File: src/rtl/boot_loader_ctrl.sv
// rtl/boot_loader_ctrl.sv - boot sequencer: streams data/instruction images into BRAM, then releases the core
// Header word selects image sizes; all outputs are registered from the next-state value.
module boot_loader_ctrl #(
  parameter int DATA_WIDTH = 32,
  parameter int ADDR_WIDTH = 12,
  parameter int I_DEPTH    = 1024,
  parameter int D_DEPTH    = 1024,
  parameter int RUN_CYCLES = 0
) (
  input  logic                  clk,
  input  logic                  rst,
  input  logic                  start,
  input  logic                  halt,
  input  logic [DATA_WIDTH-1:0] s_dat,
  input  logic                  s_valid,
  output logic                  s_ready,
  output logic [ADDR_WIDTH-1:0] d_w_addr,
  output logic [DATA_WIDTH-1:0] d_w_dat,
  output logic                  d_w_enb,
  output logic [3:0]            d_w_byte_enb,
  output logic [ADDR_WIDTH-1:0] i_w_addr,
  output logic [DATA_WIDTH-1:0] i_w_dat,
  output logic                  i_w_enb,
  output logic [3:0]            i_w_byte_enb,
  output logic                  d_bram_init_done,
  output logic                  cpu_rst,
  output logic                  pc_stall,
  output logic                  i_r_enb,
  output logic                  rd_enbl,
  output logic                  error,
  output logic [2:0]            state
);

  typedef enum logic [2:0] {
    ST_IDLE    = 3'd0,
    ST_HDR     = 3'd1,
    ST_LOAD_D  = 3'd2,
    ST_LOAD_I  = 3'd3,
    ST_RELEASE = 3'd4,
    ST_RUN     = 3'd5,
    ST_DONE    = 3'd6,
    ST_ERR     = 3'd7
  } state_t;

  localparam logic [16:0] I_MAX    = 17'(I_DEPTH);
  localparam logic [16:0] D_MAX    = 17'(D_DEPTH);
  localparam logic [31:0] RUN_LAST = 32'(RUN_CYCLES - 1);

  state_t                  r_state;
  logic [15:0]             r_n_instr;
  logic [15:0]             r_n_data;
  logic [15:0]             r_idx;
  logic [31:0]             r_run_cnt;
  logic                    r_s_ready;
  logic [ADDR_WIDTH-1:0]   r_d_w_addr;
  logic [DATA_WIDTH-1:0]   r_d_w_dat;
  logic                    r_d_w_enb;
  logic [3:0]              r_d_w_byte_enb;
  logic [ADDR_WIDTH-1:0]   r_i_w_addr;
  logic [DATA_WIDTH-1:0]   r_i_w_dat;
  logic                    r_i_w_enb;
  logic [3:0]              r_i_w_byte_enb;
  logic                    r_init_done;
  logic                    r_cpu_rst;
  logic                    r_pc_stall;
  logic                    r_i_r_enb;
  logic                    r_rd_enbl;
  logic                    r_error;

  state_t                  w_next;
  logic                    w_xfer;
  logic                    w_start_ok;
  logic [15:0]             w_hdr_ni;
  logic [15:0]             w_hdr_nd;
  logic                    w_hdr_bad;
  logic                    w_run_last;
  logic                    w_last_d;
  logic                    w_last_i;
  logic [ADDR_WIDTH-1:0]   w_idx_addr;
  logic                    w_next_ready;

  // r_s_ready is only ever set for the three accepting states, so it doubles as the state qualifier.
  assign w_xfer     = s_valid & r_s_ready;
  assign w_start_ok = start & ((r_state == ST_IDLE) | (r_state == ST_DONE) | (r_state == ST_ERR));
  assign w_hdr_ni   = s_dat[15:0];
  assign w_hdr_nd   = s_dat[31:16];
  assign w_hdr_bad  = (w_hdr_ni == 16'd0) || ({1'b0, w_hdr_ni} > I_MAX) || ({1'b0, w_hdr_nd} > D_MAX);
  assign w_run_last = (RUN_CYCLES > 0) && (r_run_cnt == RUN_LAST);
  assign w_last_d   = (r_idx == r_n_data - 16'd1);
  assign w_last_i   = (r_idx == r_n_instr - 16'd1);
  assign w_idx_addr = {r_idx[ADDR_WIDTH-3:0], 2'b00};

  always_comb begin
    w_next = r_state;
    case (r_state)
      ST_IDLE:    if (w_start_ok) w_next = ST_HDR;
      ST_HDR: begin
        if (w_xfer) begin
          if (w_hdr_bad)               w_next = ST_ERR;
          else if (w_hdr_nd == 16'd0)  w_next = ST_LOAD_I;
          else                         w_next = ST_LOAD_D;
        end
      end
      ST_LOAD_D:  if (w_xfer && w_last_d) w_next = ST_LOAD_I;
      ST_LOAD_I:  if (w_xfer && w_last_i) w_next = ST_RELEASE;
      ST_RELEASE: w_next = ST_RUN;
      ST_RUN:     if (halt || w_run_last) w_next = ST_DONE;
      ST_DONE:    if (w_start_ok) w_next = ST_HDR;
      ST_ERR:     if (w_start_ok) w_next = ST_HDR;
      default:    w_next = ST_IDLE;
    endcase
  end

  assign w_next_ready = (w_next == ST_HDR) || (w_next == ST_LOAD_D) || (w_next == ST_LOAD_I);

  always_ff @(posedge clk or posedge rst) begin
    if (rst) begin
      r_state        <= ST_IDLE;
      r_n_instr      <= '0;
      r_n_data       <= '0;
      r_idx          <= '0;
      r_run_cnt      <= '0;
      r_s_ready      <= 1'b0;
      r_d_w_addr     <= '0;
      r_d_w_dat      <= '0;
      r_d_w_enb      <= 1'b0;
      r_d_w_byte_enb <= 4'h0;
      r_i_w_addr     <= '0;
      r_i_w_dat      <= '0;
      r_i_w_enb      <= 1'b0;
      r_i_w_byte_enb <= 4'h0;
      r_init_done    <= 1'b0;
      r_cpu_rst      <= 1'b1;
      r_pc_stall     <= 1'b1;
      r_i_r_enb      <= 1'b0;
      r_rd_enbl      <= 1'b0;
      r_error        <= 1'b0;
    end else begin
      r_state        <= w_next;
      r_s_ready      <= w_next_ready;
      r_d_w_enb      <= 1'b0;
      r_d_w_byte_enb <= 4'h0;
      r_i_w_enb      <= 1'b0;
      r_i_w_byte_enb <= 4'h0;

      case (r_state)
        ST_HDR: begin
          if (w_xfer) begin
            r_n_instr <= w_hdr_ni;
            r_n_data  <= w_hdr_nd;
          end
        end
        ST_LOAD_D: begin
          if (w_xfer) begin
            r_d_w_enb      <= 1'b1;
            r_d_w_addr     <= w_idx_addr;
            r_d_w_dat      <= s_dat;
            r_d_w_byte_enb <= 4'hF;
            r_idx          <= w_last_d ? 16'd0 : r_idx + 16'd1;
          end
        end
        ST_LOAD_I: begin
          if (w_xfer) begin
            r_i_w_enb      <= 1'b1;
            r_i_w_addr     <= w_idx_addr;
            r_i_w_dat      <= s_dat;
            r_i_w_byte_enb <= 4'hF;
            r_idx          <= r_idx + 16'd1;
          end
        end
        ST_RUN:  r_run_cnt <= r_run_cnt + 32'd1;
        default: ;
      endcase

      if (w_next == ST_HDR && r_state != ST_HDR) r_idx <= '0;
      if (w_next == ST_RUN && r_state != ST_RUN) r_run_cnt <= '0;

      r_cpu_rst  <= !((w_next == ST_RELEASE) || (w_next == ST_RUN) || (w_next == ST_DONE));
      r_pc_stall <= (w_next != ST_RUN);
      r_i_r_enb  <= (w_next == ST_RUN);
      r_rd_enbl  <= (w_next == ST_RUN);
      r_error    <= (w_next == ST_ERR);
      // Ownership of the data BRAM stays with the core through DONE so its memory remains inspectable.
      if (w_next == ST_RUN)      r_init_done <= 1'b1;
      else if (w_next == ST_HDR) r_init_done <= 1'b0;
    end
  end

  assign state            = r_state;
  assign s_ready          = r_s_ready;
  assign d_w_addr         = r_d_w_addr;
  assign d_w_dat          = r_d_w_dat;
  assign d_w_enb          = r_d_w_enb;
  assign d_w_byte_enb     = r_d_w_byte_enb;
  assign i_w_addr         = r_i_w_addr;
  assign i_w_dat          = r_i_w_dat;
  assign i_w_enb          = r_i_w_enb;
  assign i_w_byte_enb     = r_i_w_byte_enb;
  assign d_bram_init_done = r_init_done;
  assign cpu_rst          = r_cpu_rst;
  assign pc_stall         = r_pc_stall;
  assign i_r_enb          = r_i_r_enb;
  assign rd_enbl          = r_rd_enbl;
  assign error            = r_error;

endmodule
File: config.mk
export PLATFORM = sky130hd
export DESIGN_NAME = boot_loader_ctrl
export DESIGN_NICKNAME = d
export VERILOG_FILES = /design/src/rtl/boot_loader_ctrl.sv
export SDC_FILE = /design/constraint.sdc
export NUM_CORES = 1
export LEC_CHECK = 0
export ABC_AREA = 1
export BUFFER_PORTS_ARGS = -buffer_cell sky130_fd_sc_hd__buf_2
export CORE_MARGIN = 8
export CORE_UTILIZATION = 56
export CTS_CLUSTER_DIAMETER = 120
export DETAILED_ROUTE_END_ITERATION = 8
export PLACE_DENSITY = 0.83
export SYNTH_ARGS = -nofsm -noshare
export SYNTH_HDL_FRONTEND = slang
export SYNTH_SLANG_ARGS = --single-unit
File: constraint.sdc
create_clock -name clk -period 5.3 [get_ports clk]
set_input_delay 0.795 -clock clk [delete_from_list [all_inputs] [get_ports clk]]
set_output_delay 0.795 -clock clk [all_outputs]
set_load 0.005 [all_outputs]
==> results_dict.tcl <==
set metrics [dict create \
    status "finished, final reports clean" \
    firstDrtPassIters 6 \
    yosysTopAreaCell "dfrtp_1" \
    dieArea_um2 17100 \
    cts_resized 0 \
    path_clk_slew_ns 0.06 \
    netlist_area_um2 7360 \
    layout_common_cells "nand2_1, dfrtp_1, buf_2" \
    fin_skew_ns 0.00983 \
    ios 145 \
    min_period_over_period 0.489 \
    cts_tree "yes" \
    design_area_um2 8690 \
    layout_commonest_cell "nand2_1" \
    yosys-top-cells-area "dfrtp_1, nand2_1, o21ai_0" \
    power_switching_mw 1.93 \
    numCtsBuffers 17 \
    yosysTopAreaCellShare 0.479 \
    drive_gt1_frac 0.217 \
    min_period_ns 2.59 \
    synth_edf_count 0 \
    vias_per_cell 5.23 \
    rows 42 \
    antenna_cells 0 \
    vias 6512 \
    route.detailed.drc 0 \
    placed_cell_area_um2 8100 \
    rsz0062_at_grt "false" \
    antenna_found_initial 0 \
    holdBufCountCts 0 \
    hold_path.class "register to register" \
    setup_viol 0 \
    htree_levels 4 \
    overflow 0 \
    critPathKind "register to register" \
    p_per_area_nw_per_um2 557 \
    maxCapViolCount 0 \
    routed_wl_um 19600 \
    power_mw 4.84 \
    nets 1096 \
    max_slew_margin 0.359 \
    syn2layout_area_growth_pct 18.1 \
    synthCells 933 \
    worst_slew_pin_slew_ns 0.958 \
    dp_hpwl_um 14100 \
    cts.sinks 143 \
    placed_cells_incl_taps 1213 \
    initial_core_util 0.565 \
    core-area_um2 13000 \
    seq_area_frac_synth 0.486 \
    postCtsSetupBuffers 0 \
    seqPwrFrac 0.371 \
    ant_nets 0 \
    cts_buffer_depth 2 \
    endpoint_kind "register" \
    fin_tns_setup_ns 0 \
    power.internal_mw 2.91 \
    fmax_mhz 385 \
    clk-insertion-delay-late_ns 0.43 \
    synth_async_sr_flop_share 1.00 \
    fillers 1134 \
    die_h_um 131 \
    cp.arrival_ns 2.89 \
    synth_seq_cells 143 \
    cp-start-kind "register" \
    first_iter_violations 444 \
    yosysWarnings 0 \
    worst_ir_drop_vdd_mv 0.371 \
    synthFlopType "dfrtp_1" \
    required_ns 5.59 \
    finalHoldViolations 0 \
    crit_path_max_fanout 12 \
    combPwrFrac 0.382 \
    hold_depth 2 \
    synthDistinctLibCells 46 \
    place.gp.congestion 0.871 \
    grt_max_degree 92 \
    final_cells 1245 \
    grt_usage 0.244 \
    die_w_um 131 \
    avgSynthCellArea_um2 7.89 \
    leakagePower_nw 4.61 \
    pre_cts_ws_ns 2.49 \
    clk_root_buffer_cell "clkbuf_16" \
    port_buffers 140 \
    worst_slack_ns 2.71 \
    r2r_cells 10 \
    first_global_vias 6427 \
    grt_pass1_wl_um 32400 \
    wl_per_cell_um 15.7 \
    slew_viol_final 0 \
    clkPwrFrac 0.247 \
    sw_frac_of_total 0.400 \
]
-- metal layers --
metal	track usage	up-vias	routed length [um]
met1	0.317	3042	8460
met4	0.0797	0	297
met5	0	-	0
li1	-	3178	-
met3	0.0702	27	1640
met2	0.386	265	9200
-- stage by stage --
step / hold WS, ns / utilization
detailed placement: 0.456 / 0.622
global route: 0.500 / 0.667
CTS: 0.470 / 0.667
floorplan: 0.464 / -
global placement: 0.456 / 0.622
finish: 0.470 / 0.667
-- cell usage after synthesis, drive strengths merged (2+ instances only) --
library cell / count
dfrtp: 141
dfstp: 2
inv: 109
o211ai: 3
nor3: 9
nand3b: 6
nand3: 46
nand2: 280
nor3b: 5
buf: 23
o21ai: 130
and2: 3
o22ai: 2
clkbuf: 20
ha: 3
xnor2: 5
nor2: 100
o2111a: 2
a21oi: 3
nand4: 9
xor2: 22
nor4: 2
-- cell type report --
class / instances / area, um^2 / area share
sequential: 143 / 3580 / 0.412
multi-input combinational: 641 / 3160 / 0.363
timing repair buffer: 144 / 731 / 0.0841
clock buffer: 20 / 457 / 0.0525
inverter: 109 / 414 / 0.0476
tap: 176 / 220 / 0.0253
clock inverter: 12 / 134 / 0.0154
-- power by group through the flow --
stage	Sequential [mW]	Combinational [mW]	Clock (mW)
6_report	1.80	1.85	1.19
5_1_grt	1.84	2.13	1.26
4_1_cts	1.79	1.86	1.21
3_5_place_dp	1.79	1.84	0
3_3_place_gp	1.79	1.77	0
2_1_floorplan	1.78	1.23	0
-- flip-flops by register name, summed over array words and instances, names as in the netlist --
register,cells
state,3
d_w_dat,32
d_bram_init_done,1
s_ready,1
rd_enbl,1
i_w_addr,10
cpu_rst,1
pc_stall,1
error,1
d_w_addr,10
r_n_data,16
i_w_byte_enb,1
i_w_dat,32
r_n_instr,16
r_idx,16
d_w_byte_enb,1
-- worst max-delay path, stage by stage (launching register included) --
cell and delay, ns:
dfrtp_1 0.41, inv_1 0.17, nor2_1 0.09, nor3_1 0.18, inv_1 0.09, nor2_1 0.73
inv_1 0.20, nand3_1 0.13, o311ai_0 0.21, inv_1 0.17, o22ai_1 0.08
-- path summary, 6_finish.rpt --
| kind | startpoint | to | slack [ns] |
|---|---|---|---|
| max in group asynchronous | rst | r_n_data[6]$_DFFE_PP0P_ | 3.61 |
| min in group asynchronous | rst | d_w_dat[9]$_DFFE_PP0P_ | 0.52 |
| worst min register to register | d_bram_init_done$_DFFE_PP0P_ | d_bram_init_done$_DFFE_PP0P_ | 0.47 |
| worst max register to register | state[0]$_DFF_PP0_ | r_idx[1]$_DFFE_PP0P_ | 2.71 |
| worst max-delay path | state[0]$_DFF_PP0_ | r_idx[1]$_DFFE_PP0P_ | 2.71 |
| worst min-delay path | d_bram_init_done$_DFFE_PP0P_ | d_bram_init_done$_DFFE_PP0P_ | 0.47 |
-- kinds of logic (layout without fill, tap and decap cells) --
group,count (synthesis),after routing,synth area share
buffers and inverters,152,285,0.0865
flip-flops,143,143,0.486
AO/OA/AOI/OAI,146,146,0.106
other,1,4,0.000509
AND/OR/NAND/NOR,461,461,0.283
XOR/XNOR,27,27,0.0321
adder cells (fa/ha/maj),3,3,0.00510
(Power assumes the default switching activity.)
